File: src/rtl/pwm_peripheral_if.sv
// ============================================================================
// Module      : pwm_peripheral_if
// Description : Register-side bundle of the PWM peripheral (enables, duty, outputs)
// Revision    : 1.0 - initial release
// ============================================================================
`default_nettype none

interface pwm_peripheral_if;
    logic [7:0]  en_reg_out_7_0;
    logic [7:0]  en_reg_out_15_8;
    logic [7:0]  en_reg_pwm_7_0;
    logic [7:0]  en_reg_pwm_15_8;
    logic [7:0]  pwm_duty_cycle;
    logic [15:0] out;
    logic        period_start;

    modport master (
        output en_reg_out_7_0,
        output en_reg_out_15_8,
        output en_reg_pwm_7_0,
        output en_reg_pwm_15_8,
        output pwm_duty_cycle,
        input  out,
        input  period_start
    );

    modport slave (
        input  en_reg_out_7_0,
        input  en_reg_out_15_8,
        input  en_reg_pwm_7_0,
        input  en_reg_pwm_15_8,
        input  pwm_duty_cycle,
        output out,
        output period_start
    );
endinterface

`default_nettype wire

File: src/rtl/pwm_peripheral.sv
// ============================================================================
// Module      : pwm_peripheral
// Description : 16-channel PWM with shared, period-synchronous duty cycle
// Revision    : 1.0 - initial release
// ============================================================================
`default_nettype none

module pwm_peripheral #(
    parameter int unsigned PRESCALE = 13
) (
    input  wire logic         clk,
    input  wire logic         rst,
    pwm_peripheral_if.slave   regs_if
);

    localparam logic [15:0] c_presc_last = 16'(PRESCALE - 1);

    logic [15:0] presc_q, presc_d;
    logic [7:0]  cnt_q,   cnt_d;
    logic [7:0]  duty_q,  duty_d;
    logic [15:0] out_q,   out_d;
    logic        ps_q,    ps_d;

    logic        w_tick;
    logic        w_wrap;
    logic        w_level;
    logic [15:0] w_en_out;
    logic [15:0] w_en_pwm;

    assign w_en_out = {regs_if.en_reg_out_15_8, regs_if.en_reg_out_7_0};
    assign w_en_pwm = {regs_if.en_reg_pwm_15_8, regs_if.en_reg_pwm_7_0};

    // The level is taken from next-state counter/duty so the first out update
    // of a new period lands on the same cycle as period_start.
    always_comb begin
        w_tick  = (presc_q == c_presc_last);
        w_wrap  = w_tick && (cnt_q == 8'hFF);
        presc_d = w_tick ? 16'd0 : presc_q + 16'd1;
        cnt_d   = w_tick ? cnt_q + 8'd1 : cnt_q;
        duty_d  = w_wrap ? regs_if.pwm_duty_cycle : duty_q;
        w_level = (duty_d == 8'hFF) || (cnt_d < duty_d);
        out_d   = w_en_out & (~w_en_pwm | {16{w_level}});
        ps_d    = w_wrap;
    end

    always_ff @(posedge clk or posedge rst) begin
        if (rst) begin
            presc_q <= 16'd0;
            cnt_q   <= 8'd0;
            duty_q  <= 8'd0;
            out_q   <= 16'd0;
            ps_q    <= 1'b0;
        end else begin
            presc_q <= presc_d;
            cnt_q   <= cnt_d;
            duty_q  <= duty_d;
            out_q   <= out_d;
            ps_q    <= ps_d;
        end
    end

    assign regs_if.out          = out_q;
    assign regs_if.period_start = ps_q;

endmodule

`default_nettype wire

File: src/flat_wrapper.sv
// flat-port wrapper written by rule: the top's interface ports become plain ports
module pwm_peripheral_flat 
#(
    parameter int unsigned PRESCALE = 13
)
  (clk, rst, regs_if_en_reg_out_7_0, regs_if_en_reg_out_15_8, regs_if_en_reg_pwm_7_0, regs_if_en_reg_pwm_15_8, regs_if_pwm_duty_cycle, regs_if_out, regs_if_period_start);
  pwm_peripheral_if regs_if_i ();
  input  wire logic clk;
  input  wire logic rst;
  input wire logic [$bits(regs_if_i.en_reg_out_7_0)-1:0] regs_if_en_reg_out_7_0;
  input wire logic [$bits(regs_if_i.en_reg_out_15_8)-1:0] regs_if_en_reg_out_15_8;
  input wire logic [$bits(regs_if_i.en_reg_pwm_7_0)-1:0] regs_if_en_reg_pwm_7_0;
  input wire logic [$bits(regs_if_i.en_reg_pwm_15_8)-1:0] regs_if_en_reg_pwm_15_8;
  input wire logic [$bits(regs_if_i.pwm_duty_cycle)-1:0] regs_if_pwm_duty_cycle;
  output wire logic [$bits(regs_if_i.out)-1:0] regs_if_out;
  output wire logic [$bits(regs_if_i.period_start)-1:0] regs_if_period_start;
  assign regs_if_i.en_reg_out_7_0 = regs_if_en_reg_out_7_0;
  assign regs_if_i.en_reg_out_15_8 = regs_if_en_reg_out_15_8;
  assign regs_if_i.en_reg_pwm_7_0 = regs_if_en_reg_pwm_7_0;
  assign regs_if_i.en_reg_pwm_15_8 = regs_if_en_reg_pwm_15_8;
  assign regs_if_i.pwm_duty_cycle = regs_if_pwm_duty_cycle;
  assign regs_if_out = regs_if_i.out;
  assign regs_if_period_start = regs_if_i.period_start;
  pwm_peripheral #(.PRESCALE(PRESCALE)) u_core (.clk(clk), .rst(rst), .regs_if(regs_if_i));
endmodule
File: config.mk
export PLATFORM = sky130hd
export DESIGN_NAME = pwm_peripheral_flat
export DESIGN_NICKNAME = d
export VERILOG_FILES = /design/src/rtl/pwm_peripheral_if.sv /design/src/rtl/pwm_peripheral.sv /design/src/flat_wrapper.sv
export SDC_FILE = /design/constraint.sdc
export NUM_CORES = 1
export LEC_CHECK = 0
export ABC_CLOCK_PERIOD_IN_PS = 4500
export CAP_MARGIN = 20
export CORE_AREA = 2 2 79 81
export DETAILED_ROUTE_END_ITERATION = 8
export DIE_AREA = 0 0 81 83
export HOLD_SLACK_MARGIN = 0.06
export PLACE_DENSITY = 0.74
export SLEW_MARGIN = 25
export SYNTH_ARGS = -nofsm -noshare
export SYNTH_HDL_FRONTEND = slang
export SYNTH_SLANG_ARGS = --single-unit
File: constraint.sdc
create_clock -name clk -period 4.5 [get_ports clk]
set_clock_uncertainty 0.1 [all_clocks]
set_input_delay 0.675 -clock clk [delete_from_list [all_inputs] [get_ports clk]]
set_output_delay 0.675 -clock clk [all_outputs]
set_load 0.05 [all_outputs]
==> impl_metrics.tcl <==
set metrics [dict create \
    path_cells "or4_4 -> nor4_4 -> buf_4 -> nand3_1 -> nor3_1 -> xor2_1 -> ha_1 -> and4_1 -> a221oi_4 -> nand2b_1 -> a31oi_4 -> nand2_1 -> buf_4 -> a221oi_1" \
    place_inst 361 \
    power.density_nw_per_um2 257 \
    hp-class "register to register" \
    cts_max_level 2 \
    num_vias 1863 \
    post-route-period-util 0.936 \
    synth_top_area_share 0.475 \
    nets 344 \
    p_sw_w 0.000206 \
    leakage_nw 1.56 \
    dpl_cell_area_sq_um 3270 \
    viasPerCell 5.06 \
    slew_viol_final 0 \
    grt_max_degree 50 \
    wl_per_cell_um 14.0 \
    final.min_clock_period_ns 4.21 \
    rows 28 \
    synth_top_area_cell "dfrtp_1" \
    hold_buffers 0 \
    path_clk_slew_ns 0.09 \
    ctsLongestPathBuffers 2 \
    mappedNetlistNets 279 \
    clockRootBuffer "clkbuf_8" \
    outcome "finished, final reports clean" \
    ios 59 \
    async_flop_share 1.00 \
    cts.sinks 49 \
    cp-end-kind "register" \
    synthCells 228 \
    required_ns 4.60 \
    grt_pass1_wl_mm 8.64 \
    synth_seq_area_share 0.475 \
    synthesis.area_sq_um 2580 \
    slew_headroom 0.444 \
    finalHoldViolations 0 \
    worst_slew_pin_slew_ns 0.833 \
    gr-total-overflow 0 \
    finalSetupViolCount 0 \
    ys_warn_count 0 \
    cp_num_buf_inv 2 \
    final.setup.tns_ns 0 \
    cts_buffers 5 \
    dieWidth_um 81 \
    instances_no_fill 368 \
    drt_first_pass_iters 4 \
    crit_type "register to register" \
    slowest_delay_ns 0.59 \
    p_clk_frac 0.348 \
    cp-start-kind "register" \
    grt_pass1_vias 1933 \
    post-dp-hpwl_mm 3.85 \
    cap_violations 0 \
    cp-startpoint "u_core.presc_q[5]$_DFF_PP0_" \
    drc 0 \
    drtAntennaViolNets 0 \
    critical_path_depth 14 \
    hold_path.startpoint "u_core.presc_q[8]$_DFF_PP0_" \
    die_area_sq_um 6720 \
    finish.utilization 0.584 \
    ff2ff_path_depth 14 \
    synth_cell_type_count 41 \
    drtIter0Drc 65 \
    fin_area_sq_um 3400 \
    antenna_found_initial 0 \
    netSwitchingFraction 0.236 \
    p_int_w 0.000667 \
    vdd_drop_max_v 0.000118 \
    avgSynthCellArea_sq_um 11.3 \
    antenna_cells 0 \
    r2r-start "u_core.presc_q[5]$_DFF_PP0_" \
    cts_tree "built" \
    crit_slowest_cell "or4_4" \
    finalWirelength_mm 5.17 \
    grt_setup_unrepaired "false" \
    start_util 0.444 \
    cp_top_family "simple AND/OR/NAND/NOR gates" \
    fmax_mhz 237 \
    worst-r2r-setup-slack_ns 0.29 \
    place.gp.congestion 0.828 \
    areaGrowthSynthToFinish_pct 31.4 \
    hold_depth 1 \
    clkLatencyLatePin_ns 0.30 \
    port_buffers 58 \
    crit_arrival_ns 4.31 \
    grtUsageTotal 0.162 \
    crit_path_max_fanout 15 \
    synth_edf_count 0 \
    core_sq_um 5820 \
    seqPwrFrac 0.520 \
    ys_ff_latch 49 \
    synth_area_leaders "dfrtp_1, a221oi_2, xnor2_1" \
    pwr-share-comb 0.132 \
    dieHeight_um 83 \
    finalPower_w 0.000872 \
    cp_common_cell "buf_4" \
    ys.flop_type "dfrtp_1" \
    layout-drive-gt1-share 0.150 \
]
==> Yosys cell counts (all sizes together) (4+ instances only) <==
library cell,number
inv,29
nand4,4
a221oi,16
nor2,11
nand3,16
nor3,4
dfrtp,49
mux2,4
and3,18
xnor2,14
xor2,7
ha,9
nand2,14
==> placed cells by master (no fill, tap or decap), drive strengths merged, types with 2 or more instances in the layout <==
cell type / count
a211oi: 2
a221oi: 16
and3: 18
buf: 6
clkbuf: 5
clkdlybuf4s50: 58
clkinv: 2
dfrtp: 49
ha: 9
inv: 28
mux2: 4
mux2i: 3
nand2: 14
nand3: 16
nand4: 4
nor2: 11
nor3: 4
nor4: 2
o21a: 2
or4: 2
or4b: 2
xnor2: 14
xor2: 7
==> worst paths after layout <==
kind | endpoint
setup / recovery | u_core.regs_if.out[15]$_DFF_PP0_
hold / removal | u_core.presc_q[8]$_DFF_PP0_
hold reg to reg | u_core.presc_q[8]$_DFF_PP0_
max in group asynchronous | u_core.cnt_q[6]$_DFF_PP0_
setup reg to reg | u_core.regs_if.out[15]$_DFF_PP0_
min in group asynchronous | u_core.presc_q[2]$_DFF_PP0_
==> through the flow <==
stage               setup slack (ns)  hold slack, ns
finish                         0.289           0.393
floorplan                      0.254           0.353
detailed placement           -0.0649           0.381
global placement             -0.0983           0.373
CTS                            0.142           0.396
global route                  0.0340           0.411
==> per-layer routing <==
metal / global-route usage / vias to the layer above / routed length, um
li1: - / 935 / -
met1: 0.220 / 884 / 2330
met2: 0.259 / 42 / 2600
met3: 0.0380 / 2 / 210
met4: 0.0401 / 0 / 25
met5: 0 / - / 0
==> timing repair <==
item | CTS | global route
setup endpoints to repair | 8 | 14
pin swaps | 0 | 3
cloned | 0 | 0
gates resized for setup | 1 | 2
setup buffers | 0 | 0
==> area by class of cell <==
class	count	area, sq um
Fill cell	506	2420
Multi-Input combinational cell	144	1230
Sequential cell	49	1230
Timing Repair Buffer	64	627
Inverter	29	110
Tap cell	75	93.8
Clock buffer	5	68.8
Clock inverter	2	35.0
==> state kept, by name, indices dropped and copies added, names as in the netlist <==
name                         cells
u_core.cnt_q                     8
u_core.regs_if.out              16
u_core.presc_q                  16
u_core.regs_if.period_start      1
u_core.duty_q                    8
==> cells by family after synthesis <==
logic type / share of synthesized area
and+or+nand+nor: 0.194
adders and majority gates: 0.0436
DFF: 0.475
buffers and inverters: 0.0571
xor gates and xnor gates: 0.0712
muxes: 0.0291
AOI/OAI and AO/OA: 0.130
==> power by group through the flow <==
stage          Clock (W)  Combinational (W)  Sequential, W
2_1_floorplan          0          0.0000282       0.000488
3_3_place_gp           0           0.000114       0.000463
3_5_place_dp           0           0.000116       0.000462
4_1_cts         0.000311           0.000116       0.000454
5_1_grt         0.000330           0.000124       0.000455
6_report        0.000303           0.000115       0.000454
(Power assumes the default switching activity.)
